<file path="src/rtl/pong_engine.sv">
// pong_engine: single-clock pong core, quadrature paddles, pixel video.
// Define PONG_AI_EN to let the right paddle follow the ball on its own.
module pong_engine #(
  parameter int XW           = 10,
  parameter int YW           = 10,
  parameter int H_ACTIVE     = 640,
  parameter int V_ACTIVE     = 480,
  parameter int BALL         = 16,
  parameter int PADDLE_LEN   = 64,
  parameter int PADDLE_W     = 8,
  parameter int PADDLE_XL    = 16,
  parameter int PADDLE_XR    = 616,
  parameter int SPEED        = 2,
  parameter int SERVE_FRAMES = 60,
  parameter int SCORE_W      = 4
) (
  input  logic               clk,
  input  logic               rst_n,
  input  logic [XW-1:0]      pix_x,
  input  logic [YW-1:0]      pix_y,
  input  logic               pix_valid,
  input  logic               frame_tick,
  input  logic               quadA_l,
  input  logic               quadB_l,
  input  logic               quadA_r,
  input  logic               quadB_r,
  output logic               vga_R,
  output logic               vga_G,
  output logic               vga_B,
  output logic [SCORE_W-1:0] score_l,
  output logic [SCORE_W-1:0] score_r,
  output logic [1:0]         state
);

  typedef enum logic [1:0] {
    SERVE = 2'd0,
    PLAY  = 2'd1,
    POINT = 2'd2,
    OVER  = 2'd3
  } state_t;

  localparam int BX0  = (H_ACTIVE - BALL) / 2;
  localparam int BY0  = (V_ACTIVE - BALL) / 2;
  localparam int PY0  = (V_ACTIVE - PADDLE_LEN) / 2;
  localparam int PMAX = V_ACTIVE - PADDLE_LEN;
  localparam int XMAX = H_ACTIVE - BALL;
  localparam int YMAX = V_ACTIVE - BALL;
  localparam int LHIT = PADDLE_XL + PADDLE_W;
  localparam int RHIT = PADDLE_XR - BALL;
  localparam int CW   = $clog2(SERVE_FRAMES + 1);
  localparam logic [SCORE_W-1:0] SMAX = '1;

  state_t             st;
  logic [CW-1:0]      cnt;
  logic [XW-1:0]      ballX;
  logic [YW-1:0]      ballY;
  logic [YW-1:0]      padL;
  logic [YW-1:0]      padR;
  logic               dirX;
  logic               dirY;
  logic [SCORE_W-1:0] scoreL;
  logic [SCORE_W-1:0] scoreR;
  logic               pixOn;

  function automatic logic [YW-1:0] padMove(
    input logic [YW-1:0] p,
    input logic          s,
    input logic          up
  );
    padMove = p;
    if (s && up && int'(p) < PMAX)
      padMove = p + 1'b1;
    else if (s && !up && p != '0)
      padMove = p - 1'b1;
  endfunction

  logic [2:0] aL, bL;
  logic       stepL, upL;

  assign stepL = (aL[2] ^ aL[1]) | (bL[2] ^ bL[1]);
  assign upL   = aL[2] ^ bL[1];

  always_ff @(posedge clk or negedge rst_n) begin
    if (!rst_n) begin
      aL   <= '0;
      bL   <= '0;
      padL <= YW'(PY0);
    end else begin
      aL   <= {aL[1:0], quadA_l};
      bL   <= {bL[1:0], quadB_l};
      padL <= padMove(padL, stepL, upL);
    end
  end

`ifdef PONG_AI_EN
  int padC, ballC;

  assign padC  = int'(padR) + PADDLE_LEN / 2;
  assign ballC = int'(ballY) + BALL / 2;

  always_ff @(posedge clk or negedge rst_n) begin
    if (!rst_n)
      padR <= YW'(PY0);
    else if (frame_tick) begin
      if (padC < ballC)
        padR <= padMove(padR, 1'b1, 1'b1);
      else if (padC > ballC)
        padR <= padMove(padR, 1'b1, 1'b0);
    end
  end
`else
  logic [2:0] aR, bR;
  logic       stepR, upR;

  assign stepR = (aR[2] ^ aR[1]) | (bR[2] ^ bR[1]);
  assign upR   = aR[2] ^ bR[1];

  always_ff @(posedge clk or negedge rst_n) begin
    if (!rst_n) begin
      aR   <= '0;
      bR   <= '0;
      padR <= YW'(PY0);
    end else begin
      aR   <= {aR[1:0], quadA_r};
      bR   <= {bR[1:0], quadB_r};
      padR <= padMove(padR, stepR, upR);
    end
  end
`endif

  int   nx, ny;
  logic ovlL, ovlR;
  logic hitL, hitR;
  logic missL, missR;

  always_comb begin
    nx = dirX ? int'(ballX) - SPEED
              : int'(ballX) + SPEED;
    ny = dirY ? int'(ballY) - SPEED
              : int'(ballY) + SPEED;
    ovlL = int'(ballY) < int'(padL) + PADDLE_LEN
        && int'(padL) < int'(ballY) + BALL;
    ovlR = int'(ballY) < int'(padR) + PADDLE_LEN
        && int'(padR) < int'(ballY) + BALL;
    hitL = dirX && nx <= LHIT
        && int'(ballX) >= LHIT && ovlL;
    hitR = !dirX && nx >= RHIT
        && int'(ballX) <= RHIT && ovlR;
    missL = !hitL && nx < 0;
    missR = !hitR && nx > XMAX;
  end

  // dirX already points at whoever missed, so it doubles as the serve side
  always_ff @(posedge clk or negedge rst_n) begin
    if (!rst_n) begin
      st     <= SERVE;
      cnt    <= '0;
      ballX  <= XW'(BX0);
      ballY  <= YW'(BY0);
      dirX   <= 1'b0;
      dirY   <= 1'b0;
      scoreL <= '0;
      scoreR <= '0;
    end else if (frame_tick) begin
      unique case (st)
        SERVE: begin
          if (int'(cnt) == SERVE_FRAMES - 1) begin
            st  <= PLAY;
            cnt <= '0;
          end else begin
            cnt <= cnt + 1'b1;
          end
        end
        PLAY: begin
          if (missL || missR) begin
            st <= POINT;
            if (missL && scoreR != SMAX)
              scoreR <= scoreR + 1'b1;
            if (missR && scoreL != SMAX)
              scoreL <= scoreL + 1'b1;
          end else begin
            if (hitL) begin
              ballX <= XW'(LHIT);
              dirX  <= 1'b0;
            end else if (hitR) begin
              ballX <= XW'(RHIT);
              dirX  <= 1'b1;
            end else begin
              ballX <= XW'(nx);
            end
            if (ny < 0) begin
              ballY <= '0;
              dirY  <= 1'b0;
            end else if (ny > YMAX) begin
              ballY <= YW'(YMAX);
              dirY  <= 1'b1;
            end else begin
              ballY <= YW'(ny);
            end
          end
        end
        POINT: begin
          if (scoreL == SMAX || scoreR == SMAX) begin
            st <= OVER;
          end else begin
            st    <= SERVE;
            ballX <= XW'(BX0);
            ballY <= YW'(BY0);
          end
        end
        OVER: st <= OVER;
      endcase
    end
  end

  int   px, py, bx, by, pl, pr;
  logic onBall, onPadL, onPadR, onCtr;

  always_comb begin
    px = int'(pix_x);
    py = int'(pix_y);
    bx = int'(ballX);
    by = int'(ballY);
    pl = int'(padL);
    pr = int'(padR);
    onBall = px >= bx && px < bx + BALL
          && py >= by && py < by + BALL;
    onPadL = px >= PADDLE_XL
          && px < PADDLE_XL + PADDLE_W
          && py >= pl && py < pl + PADDLE_LEN;
    onPadR = px >= PADDLE_XR
          && px < PADDLE_XR + PADDLE_W
          && py >= pr && py < pr + PADDLE_LEN;
    onCtr = px >= H_ACTIVE / 2 - 1
         && px <= H_ACTIVE / 2 && !pix_y[3];
  end

  always_ff @(posedge clk or negedge rst_n) begin
    if (!rst_n)
      pixOn <= 1'b0;
    else
      pixOn <= pix_valid
             & (onBall | onPadL | onPadR | onCtr);
  end

  assign vga_R   = pixOn;
  assign vga_G   = pixOn;
  assign vga_B   = pixOn;
  assign score_l = scoreL;
  assign score_r = scoreR;
  assign state   = st;

endmodule

</file>
<file path="config.mk">
export PLATFORM = sky130hd
export DESIGN_NAME = pong_engine
export DESIGN_NICKNAME = d
export VERILOG_FILES = /design/src/rtl/pong_engine.sv
export SDC_FILE = /design/constraint.sdc
export NUM_CORES = 1
export LEC_CHECK = 0
export BUFFER_PORTS_ARGS = -buffer_cell sky130_fd_sc_hd__buf_2
export CAP_MARGIN = 0
export CORE_UTILIZATION = 57
export DETAILED_ROUTE_END_ITERATION = 10
export PLACE_DENSITY = 0.76
export SLEW_MARGIN = 5
export SYNTH_ARGS = -nofsm -noshare
export SYNTH_HDL_FRONTEND = slang
export SYNTH_SLANG_ARGS = --single-unit
</file>
<file path="constraint.sdc">
create_clock -name clk -period 3.7 [get_ports clk]
set_clock_uncertainty 0.15 [all_clocks]
set_input_delay 0.37 -clock clk [delete_from_list [all_inputs] [get_ports clk]]
set_output_delay 0.37 -clock clk [all_outputs]
set_load 0.02 [all_outputs]
</file>
# Word-level counts from Yosys, hierarchy flattened
# Cells that the tools add are included.
dict set report word_totals {
  regBits 71
  input_bits 28
  out_inout_bits 13
  wordCells 162
}
dict set report op_classes {
  add_sub_neg 15
  order_cmp 28
  n_eq_ne 12
  muxes 25
  bitwise 13
  reduce_logical 54
}
# cell n
set ops {}
lappend ops {{< comparator 11 x 32 -> 1 bit} 4}
lappend ops {{two-way mux 10 bit} 12}
lappend ops {{< comparator 32 x 1 -> 1 bit (second input constant)} 2}
lappend ops {{two-way mux 32 bit} 2}
lappend ops {{< comparator 10 x 11 -> 1 bit} 4}
lappend ops {{greater-or-equal comparator 10 bit} 4}
lappend ops {{case mux 10 bit (2 select lines)} 2}
lappend ops {{greater-or-equal comparator 32 x 11 -> 1 bit (second input constant)} 1}
lappend ops {{> comparator 32 x 10 -> 1 bit (second input constant)} 1}
lappend ops {{> comparator 32 x 11 -> 1 bit (second input constant)} 1}
lappend ops {{less-or-equal comparator 32 x 6 -> 1 bit (second input constant)} 1}
lappend ops {{logical AND 1 bit} 31}
lappend ops {{adder 10 x 2 -> 11 bit (second input constant)} 2}
lappend ops {{adder 10 x 5 -> 11 bit (second input constant)} 2}
lappend ops {{adder 10 x 7 -> 11 bit (second input constant)} 2}
lappend ops {{subtractor 10 x 2 -> 11 bit (second input constant)} 2}
lappend ops {{adder 10 x 1 -> 10 bit (second input constant)} 2}
lappend ops {{greater-or-equal comparator 10 x 5 -> 1 bit (second input constant)} 2}
lappend ops {{< comparator 10 x 9 -> 1 bit (second input constant)} 2}
lappend ops {{AND reduction 4 bit} 5}
lappend ops {{nonzero test 10 bit} 2}
lappend ops {{subtractor 10 x 1 -> 10 bit (second input constant)} 2}
lappend ops {{greater-or-equal comparator 10 bit (second input constant)} 1}
lappend ops {{greater-or-equal comparator 10 x 9 -> 1 bit (second input constant)} 1}
lappend ops {{26 further kinds} 57}

# Depth between registers and ports, before layout
# Gate-level depths: netlist of run 1.
dict set report logic_depth {
  depth_word 11
  depth_mapped 15
  mapped_depth_nobuf 15
}

# Worst setup path before layout of run 1
# OpenSTA, ideal clock, no wires.
dict set report synth_timing {
  path_kind {reg-to-reg}
  startpoint {reg ballY[6]}
  endpoint {reg ballX[9]}
  setup_ns 0.125
  t_arrival_ns 3.374
  required_ns 3.425
  path_slack_ns 0.051
  path_stages_with_launch 15
  n_path_buf 2
  synth_period_minus_slack_ns 3.649
  cell_sequence {dfstp_2 > clkbuf_1 > and3_1 > nand3_1 > xnor2_1 > ha_1 > a211o_1 > a21oi_1 > o32ai_1 > a211oi_1 > o2111a_4 > o22ai_4 > a21oi_4 > buf_8 > mux2_4}
}
dict set report synth_between {
  elab_chain_cells 9
  elab_cells_between_ends 20
  classes_between {1 x add/sub; 4 x order compare; 1 x eq/ne; 4 x mux; 10 x reduce/logical}
}
# element line_no
set synth_rtl {}
lappend synth_rtl {{start: declaration} 56} ;# logic [YW-1:0] ballY;
lappend synth_rtl {{start signal: assignment} 159} ;# ballY <= YW'(BY0);
lappend synth_rtl {{start signal: assignment} 195} ;# ballY <= YW'(YMAX);
lappend synth_rtl {{start signal: assignment} 198} ;# ballY <= YW'(ny);
lappend synth_rtl {{adder 10 x 5 -> 11 bit} {142, 144}}
lappend synth_rtl {{< comparator 11 x 32 -> 1 bit (on tied branches)} {142, 144}}
lappend synth_rtl {{logical AND 1 bit (on tied branches)} {142, 144}}
lappend synth_rtl {{logical AND 1 bit (on tied branches)} {146, 148}}
lappend synth_rtl {{zero test 1 bit (on tied branches)} {149, 150}}
lappend synth_rtl {{logical AND 1 bit (on tied branches)} {149, 150}}
lappend synth_rtl {{logical OR 1 bit} 175} ;# if (missL || missR) begin
lappend synth_rtl {{inequality test 2 bit (no line)} -}
lappend synth_rtl {{AND reduction 4 bit (no line)} -}
lappend synth_rtl {{end signal: assignment} 158} ;# ballX <= XW'(BX0);
lappend synth_rtl {{end signal: assignment} 183} ;# ballX <= XW'(LHIT);
lappend synth_rtl {{end signal: assignment} 186} ;# ballX <= XW'(RHIT);
lappend synth_rtl {{end: declaration} 55} ;# logic [XW-1:0] ballX;
# Several ways; a longest one is shown, not always the timed one. The select of a mux whose other input is x is not followed.
# A chain may end at the register's enable or synchronous reset.

# Worst setup path after layout of run 1
dict set report layout_timing {
  startpoint {reg ballY[3]}
  endpoint {reg scoreR[1], in the netlist score_r[1]}
}
dict set report layout_between {
  elab_chain_cells 8
  elab_cells_between_ends 16
  classes_between {1 x add/sub; 4 x order compare; 11 x reduce/logical}
}
# element line_no
set layout_rtl {}
lappend layout_rtl {{adder 10 x 5 -> 11 bit} {142, 144}}
lappend layout_rtl {{< comparator 11 x 32 -> 1 bit (on tied branches)} {142, 144}}
lappend layout_rtl {{logical AND 1 bit (on tied branches)} {142, 144}}
lappend layout_rtl {{logical AND 1 bit (on tied branches)} {146, 148}}
lappend layout_rtl {{zero test 1 bit (on tied branches)} {149, 150}}
lappend layout_rtl {{logical AND 1 bit (on tied branches)} {149, 150}}
lappend layout_rtl {{logical OR 1 bit or logical AND 1 bit (tied branches)} {175, 177}}
lappend layout_rtl {{AND reduction 4 bit (no line) (*)} -}
lappend layout_rtl {{end signal: assignment} 178} ;# scoreR <= scoreR + 1'b1;
lappend layout_rtl {{end: declaration} 62} ;# logic [SCORE_W-1:0] scoreR;
# Every way passes the cells marked *; elsewhere a longest branch is shown, timed or not.

==> qor.yml, run 1 <==
synthesis:
  syn-instance-count: 778
  synth_top_area_share: 0.2361
  yosysTopAreaCell: "ha_1"
  synth_flop_cell: "dfrtp_1"
  yosysUniqueCellTypes: 88
  yosys_warnings: 0
  synth_area_leaders: "ha_1 24%, dfrtp_1 19%, dfstp_2 5.1%"
  synth_seq_cells: 69
  synth-edff-count: 0
  syn_nets: 943
  synth_area_um2: 7156
  seq_area_frac_synth: 0.2437
  syn_area_per_cell_um2: 9.197
  postSynth.asyncResetShare: 1.000
sta:
  finalWorstPathRequiredPeriod_ns: 3.534
  drv_slew: 0
  setup_viol: 0
  hold_viol: 0
  clock.fmax_mhz: 283.0
  tns_ns: 0
  relSlewSlack: 0.4995
  period_share: 0.9551
  worst_pin_slew_ns: 0.7508
  rsz0062_at_grt: "no"
clock_network:
  cts_tree: "yes"
  path_clk_slew_ns: 0.06
  numCtsBuffers: 9
  clkSinkCount: 69
  cts-root-buf: "clkbuf_16"
  clock_path_buffers: 2
  htree_levels: 3
  clk_latency_ns: 0.35
global_route:
  first_global_vias: 6446
  grt_util_all_layers: 0.3046
  antenna_found_initial: 0
  grt_pass1_wl_um: 31020
  gr-total-overflow: 0
  grt_max_degree: 42
worst_hold_path:
  min_to: "vga_B"
  hp-start: "pix_valid"
  min_path_type: "in2reg"
  min_delay_path_depth: 3
setup_path:
  crit_slowest_cell: "dfstp_2"
  rr_endpoint: "score_r[1]"
  arrival_ns: 3.61
  crit_path_end_kind: "register"
  cp.depth: 10
  path_cells: "inv_1, ha_1, o211ai_1, a21oi_1, o21ai_0, a2111o_1, o211a_1, nor4_1, buf_4, mux2_2"
  crit_family: "compound AO/OA/AOI/OAI gates"
  crit_fanout: 10
  critPathKind: "reg2reg"
  reg2reg_depth: 10
  cp.required_ns: 3.78
  r2r-start: "ballY[3]"
  cpPeakStageDelay_ns: 0.71
  crit_buf_inv: 2
  critPathLaunchType: "register"
  reg2reg_slack_ns: 0.17
detailed_routing:
  postRouteAntennaNets: 0
  vias_per_cell: 6.363
  drc: 0
  routed_wl_um: 18880
  drt_iter0_markers: 599
  wl_per_cell_um: 18.60
  vias: 6458
  drtPass1Iterations: 6
final_layout:
  postLayoutCellArea_um2: 8078
  fin_nets: 1007
  syn2layout_area_growth_pct: 12.89
  drive_above_1_share: 0.1594
  antennaDiodeCount: 0
  layout_commonest_cell: "ha_1"
  layout_common_cells: "135 x ha_1, 69 x inv_1, 55 x dfrtp_1"
power:
  internal-power_mw: 3.778
  p_clk_frac: 0.136
  p_leak_nw: 3.790
  comb_power_share: 0.658
  switching_power_mw: 3.362
  swShare: 0.4709
  seq_power_share: 0.206
  p_per_area_nw_per_um2: 883.9
  ir_drop_v: 0.0005556
placed_design:
  detailed_place.area_um2: 7639
  port_buffers: 40
  place.gp.congestion: 0.9765
  dp_hpwl_um: 14360
die:
  die_h_um: 114.0
  io_pins: 41
  initial_utilization: 0.5908
  die_area_um2: 13010
  row_count: 40
  die_w_um: 114.0
  coreArea_um2: 12110
status:
  outcome: "finished clean"
flow_run:
  drv_cap: 0
## power by group through the flow
stage          Combinational (mW)  Clock (mW)  Sequential [mW]
3_3_place_gp                 4.26           0             1.45
2_1_floorplan                3.38           0             1.37
4_1_cts                      4.55       0.981             1.46
5_1_grt                      5.24        1.01             1.51
3_5_place_dp                 4.48           0             1.47
6_report                     4.70       0.970             1.47
## cell usage after synthesis (8+ instances only)
library cell	instances
a211oi_1	12
a21o_1	18
a21oi_1	59
a31oi_1	8
and3_1	9
clkbuf_1	8
dfrtp_1	55
dfstp_2	14
ha_1	135
inv_1	69
mux2_2	9
nand2_1	27
nand3_1	29
nand4_1	10
nor2_1	40
nor3_1	19
o211ai_1	8
o21a_1	13
o21ai_0	32
o21bai_1	12
xnor2_1	38
xor2_1	8
## layer usage
layer	vias up	wire length, µm	global-route usage
li1	3035	-	-
met1	3110	8432	0.3884
met2	249	8688	0.4994
met3	64	1017	0.04304
met4	0	745	0.1645
met5	-	0	0
## tightest hold or removal path, cell delays in order
cell and delay (ns):
buf_2 0.09, o31ai_1 0.06, o31ai_1 0.06
## sequential cells by signal, indices dropped and copies added (netlist names)
register / count
state: 2
score_l: 4
bL: 3
aR: 3
bR: 3
aL: 3
cnt: 6
dirX: 1
padL: 10
ballY: 9
ballX: 9
score_r: 4
vga_B: 1
dirY: 1
padR: 10
## logic make-up (layout without fill, tap and decap cells)
family,count (synthesis),in the layout,share of synthesized area
AO/OA/AOI/OAI,234,234,0.2343
AND/OR/NAND/NOR,184,184,0.1404
adder cells (fa/ha/maj),137,137,0.2417
buffers and inverters,89,158,0.05333
flip-flops,69,69,0.2437
XOR/XNOR,46,46,0.05630
multiplexers,19,19,0.03025
## how the worst max path moves through the flow
| stage | from | to | slack [ns] |
|---|---|---|---|
| 6_report | ballY[3] | score_r[1] | 0.17 |
| 2_1_floorplan | ballY[6] | ballX[9] | 0.05 |
| 4_1_cts | padR[6] | ballY[1] | 0.004 |
| 3_5_place_dp | padR[6] | ballY[1] | 0.04 |
| 5_1_grt | padR[6] | padR[9] | 0.002 |
| 3_3_place_gp | padR[6] | ballX[6] | 0.12 |
## final cells by class
type                       count  area, µm²
clock buffer                  13      260.3
clock inverter                 3      68.82
fill                         999       4034
inverter                      69      259.0
multi-input combinational    620       5062
sequential                    69       1744
tap                          168      210.2
timing repair buffer          73      473.0
## per-stage QoR
| step | power (mW) | instances | setup slack (ns) | hold WS (ns) | util |
|---|---|---|---|---|---|
| after floorplan | 4.748 | 778 | 0.05108 | -0.07559 | - |
| after global placement | 5.710 | 992 | 0.1175 | 0.1836 | 0.6307 |
| after detailed placement | 5.952 | 992 | 0.03550 | 0.1864 | 0.6307 |
| after CTS | 6.989 | 1013 | 0.004456 | 0.1075 | 0.6620 |
| after global routing | 7.758 | 1015 | 0.002041 | 0.1328 | 0.6669 |
| final | 7.140 | 1015 | 0.1663 | 0.1112 | 0.6669 |
## what timing repair did
item	CTS	global route
hold buffers	5	0
resized for setup	0	7
buffers inserted	0	2
setup endpoints to repair	0	19
endpoints found under the hold margin	28	0
(Power assumes the default switching activity.)
==> run 2, diff against run 1 <==
SETUP_SLACK_MARGIN = 0.3   (was not set)
==> qor.yml, run 2 (synthesized netlist as in run 1, its figures left out) <==
status:
  outcome: "finished clean"
setup_path:
  cp.required_ns: 3.79
  r2r-start: "padR[7]"
  crit_buf_inv: 2
  arrival_ns: 3.52
  critPathLaunchType: "register"
  crit_family: "compound AO/OA/AOI/OAI gates"
  crit_fanout: 4
  cpPeakStageDelay_ns: 0.59
  crit_path_end_kind: "register"
  path_cells: "ha_4, xnor2_4, ha_2, or4_4, a21oi_2, o211ai_1, a211oi_1, buf_4, o2111a_4, o22ai_4, a21oi_4, buf_6, mux2_2"
  critPathKind: "reg2reg"
  crit_slowest_cell: "dfstp_2"
  crit_start: "padR[7]"
placed_design:
  dp_hpwl_um: 14490
  port_buffers: 40
  detailed_place.area_um2: 7641
  place.gp.congestion: 0.9302
sta:
  drv_slew: 0
  hold_viol: 0
  finalWorstPathRequiredPeriod_ns: 3.438
  clock.fmax_mhz: 290.9
  period_share: 0.9291
  relSlewSlack: 0.3917
  tns_ns: 0
  rsz0062_at_grt: "yes"
  setup_viol: 0
  whs_ns: 0.08074
  worst_pin_slew_ns: 0.9124
clock_network:
  clkSinkCount: 69
  clock_path_buffers: 2
  htree_levels: 3
  clk_latency_ns: 0.35
  cts_tree: "yes"
  cts-root-buf: "clkbuf_16"
  numCtsBuffers: 9
  path_clk_slew_ns: 0.06
power:
  p_per_area_nw_per_um2: 887.7
  p_leak_nw: 3.882
  ir_drop_v: 0.0005154
detailed_routing:
  drc: 0
  wl_per_cell_um: 18.71
  postRouteAntennaNets: 0
  drtPass1Iterations: 5
  drt_iter0_markers: 476
  routed_wl_um: 19310
  vias_per_cell: 6.203
  vias: 6401
global_route:
  first_global_vias: 6458
  antenna_found_initial: 0
  gr-total-overflow: 0
  grt_max_degree: 70
  grt_pass1_wl_um: 31780
  grt_util_all_layers: 0.3134
die:
  die_w_um: 114.0
  die_area_um2: 13010
  initial_utilization: 0.5908
  io_pins: 41
  row_count: 40
  die_h_um: 114.0
  coreArea_um2: 12110
final_layout:
  layout_common_cells: "130 x ha_1, 64 x inv_1, 55 x dfrtp_1"
  antennaDiodeCount: 0
  reg.largest.list: "padL: 10 flops, padR: 10 flops"
  postLayoutCellArea_um2: 8342
  drive_above_1_share: 0.2118
  syn2layout_area_growth_pct: 16.58
  fin_nets: 1024
  layout_commonest_cell: "ha_1"
  post-route-util: 0.6887
  fill_cells: 992
flow_run:
  drv_cap: 0
worst_hold_path:
  min_path_type: "in2async"
[run 2: final cells by class]
class	count	area [µm²]	share of cell area
timing repair buffer	90	594.3	0.07125
sequential	69	1744	0.2091
inverter	69	259.0	0.03105
clock inverter	6	63.81	0.007650
clock buffer	10	229.0	0.02745
tap	168	210.2	0.02520
multi-input combinational	620	5241	0.6283
[run 2: per-layer routing]
layer | up-vias | routed length, µm | global-route usage
li1 | 3070 | - | -
met1 | 3100 | 8625 | 0.4071
met2 | 175 | 9081 | 0.5006
met3 | 56 | 880 | 0.05207
met4 | 0 | 722 | 0.1662
met5 | - | 0 | 0
[run 2: metrics by stage]
stage               setup slack (ns)  power (mW)  std cells
CTS                           0.3031       7.043       1021
global route                  0.1589       8.041       1032
floorplan                     0.2897       4.769        778
finish                        0.2625       7.405       1032
global placement              0.2056       5.740        990
detailed placement           0.09240       5.952        990
[run 2: worst paths after layout]
| path | endpoint | slack [ns] | cells past startpoint |
|---|---|---|---|
| worst max-delay path | ballX[7] | 0.26 | 13 |
| max in group asynchronous | ballY[8] | 2.73 | 2 |
| min in group clk | vga_B | 0.13 | 3 |
| worst min-delay path | padR[1] | 0.08 | 2 |
| worst max register to register | ballX[7] | 0.26 | 13 |
| worst min register to register | bR[1] | 0.20 | 0 |
[run 2: timing repair]
item,4_1_cts,5_1_grt
setup endpoints to repair,28,31
hold endpoints to repair,4,0
hold buffers,4,0
resized for setup,17,30
pin swaps,8,14
setup buffers,11,11
[run 2: report_power, final]
| part | internal [mW] | switching (mW) |
|---|---|---|
| sequential | 1.06 | 0.414 |
| clock | 0.522 | 0.367 |
| combinational | 2.31 | 2.74 |
==> run 3, diff against run 2 <==
REMOVE_ABC_BUFFERS = 1   (was not set)
==> qor.yml, run 3 (synthesized netlist as in run 1, its figures left out) <==
status:
  outcome: "finished clean"
power:
  ir_drop_v: 0.0004643
  p_per_area_nw_per_um2: 910.7
  p_leak_nw: 3.890
detailed_routing:
  drc: 0
  postRouteAntennaNets: 0
  wl_per_cell_um: 19.40
  vias: 6573
  routed_wl_um: 20000
  drt_iter0_markers: 597
  drtPass1Iterations: 5
  vias_per_cell: 6.375
setup_path:
  crit_start: "padR[6]"
  reg2reg_depth: 12
  crit_slowest_cell: "dfstp_2"
  cp.required_ns: 3.78
  path_cells: "ha_4, xnor2_1, ha_2, or4_4, a21oi_2, o211ai_1, a211oi_2, o2111a_4, o22ai_4, a21oi_4, buf_6, mux2_4"
  crit_path_end_kind: "register"
  rr_endpoint: "ballX[9]"
  reg2reg_slack_ns: 0.18
  critPathKind: "reg2reg"
  crit_end: "ballX[9]"
  r2r-start: "padR[6]"
  crit_fanout: 4
  critPathLaunchType: "register"
  arrival_ns: 3.59
  cpPeakStageDelay_ns: 0.61
sta:
  period_share: 0.9500
  clock.fmax_mhz: 284.5
  drv_slew: 0
  worst_pin_slew_ns: 1.263
  tns_ns: 0
  layout_setup_ws_ns: 0.1850
  setup_viol: 0
  relSlewSlack: 0.1582
  rsz0062_at_grt: "yes"
  finalWorstPathRequiredPeriod_ns: 3.515
  hold_viol: 0
  whs_ns: 0.1420
worst_hold_path:
  min_path_type: "in2reg"
  hp-start: "pix_valid"
placed_design:
  post-place-ws_ns: 0.02879
  port_buffers: 40
  detailed_place.area_um2: 7616
  place.gp.congestion: 1.004
  dp_hpwl_um: 14580
final_layout:
  layout_common_cells: "129 x ha_1, 64 x inv_1, 54 x dfrtp_1"
  layout_commonest_cell: "ha_1"
  syn2layout_area_growth_pct: 17.77
  drive_above_1_share: 0.2190
  reg.largest.list: "padL: 10 flops, padR: 10 flops"
  fin_nets: 1023
  postLayoutCellArea_um2: 8427
  antennaDiodeCount: 0
clock_network:
  path_clk_slew_ns: 0.06
  cts-root-buf: "clkbuf_16"
  clock_path_buffers: 2
  clkSinkCount: 69
  clk_latency_ns: 0.35
  numCtsBuffers: 9
  htree_levels: 3
  cts_tree: "yes"
die:
  coreArea_um2: 12110
  die_area_um2: 13010
  initial_utilization: 0.5908
  row_count: 40
  io_pins: 41
  die_h_um: 114.0
  die_w_um: 114.0
global_route:
  antenna_found_initial: 0
  grt_util_all_layers: 0.3154
  grt_max_degree: 30
  grt_pass1_wl_um: 32280
  first_global_vias: 6688
  gr-total-overflow: 0
flow_run:
  drv_cap: 0
## run 3: layer usage
metal | GRT usage | wire length (µm)
met4 | 0.1654 | 802
met3 | 0.06695 | 1409
met1 | 0.3829 | 8353
met5 | 0 | 0
met2 | 0.5253 | 9439
## run 3: final cells by class
class	instances	area, µm²
clock buffer	11	252.7
multi-input combinational	620	5256
timing repair buffer	89	616.8
inverter	69	264.0
fill	981	3685
clock inverter	5	81.33
tap	168	210.2
sequential	69	1745
## run 3: repair_timing
action / 4_1_cts / 5_1_grt
gates resized for setup: 26 / 34
endpoints found under the hold margin: 28 / 0
buffers inserted: 14 / 7
pin swaps: 8 / 21
hold buffers: 5 / 0
endpoints found under the setup margin: 30 / 32
## run 3: worst max-delay path, delay by kind of cell (launching register included)
kind | cells | cell delay, ns
AOI/OAI and AO/OA | 6 | 1.17
adders and majority gates | 2 | 0.38
muxes | 1 | 0.30
buffers and inverters | 1 | 0.16
and+or+nand+nor | 1 | 0.54
xor gates and xnor gates | 1 | 0.09
DFF | 1 | 0.61
## run 3: worst min path at each step
stage	to	slack, ns	depth (start not counted)
floorplan	aL[0]	-0.08	0
global placement	bL[1]	0.18	0
detailed placement	aR[1]	0.19	0
CTS	vga_B	0.12	3
global route	vga_B	0.16	3
finish	vga_B	0.14	3
## run 3: metrics by stage
stage | cells | util | total power [mW]
2_1_floorplan | 758 | - | 4.681
5_1_grt | 1031 | 0.6958 | 8.258
6_report | 1031 | 0.6958 | 7.674
3_3_place_gp | 989 | 0.6288 | 5.686
3_5_place_dp | 989 | 0.6288 | 5.943
4_1_cts | 1024 | 0.6796 | 7.256
## run 3: where the power goes
| group | internal, mW | total, mW | switching (mW) |
|---|---|---|---|
| registers | 1.06 | 1.45 | 0.390 |
| clock network | 0.628 | 0.986 | 0.358 |
| logic | 2.37 | 5.24 | 2.86 |
| total | 4.06 | 7.67 | 3.61 |
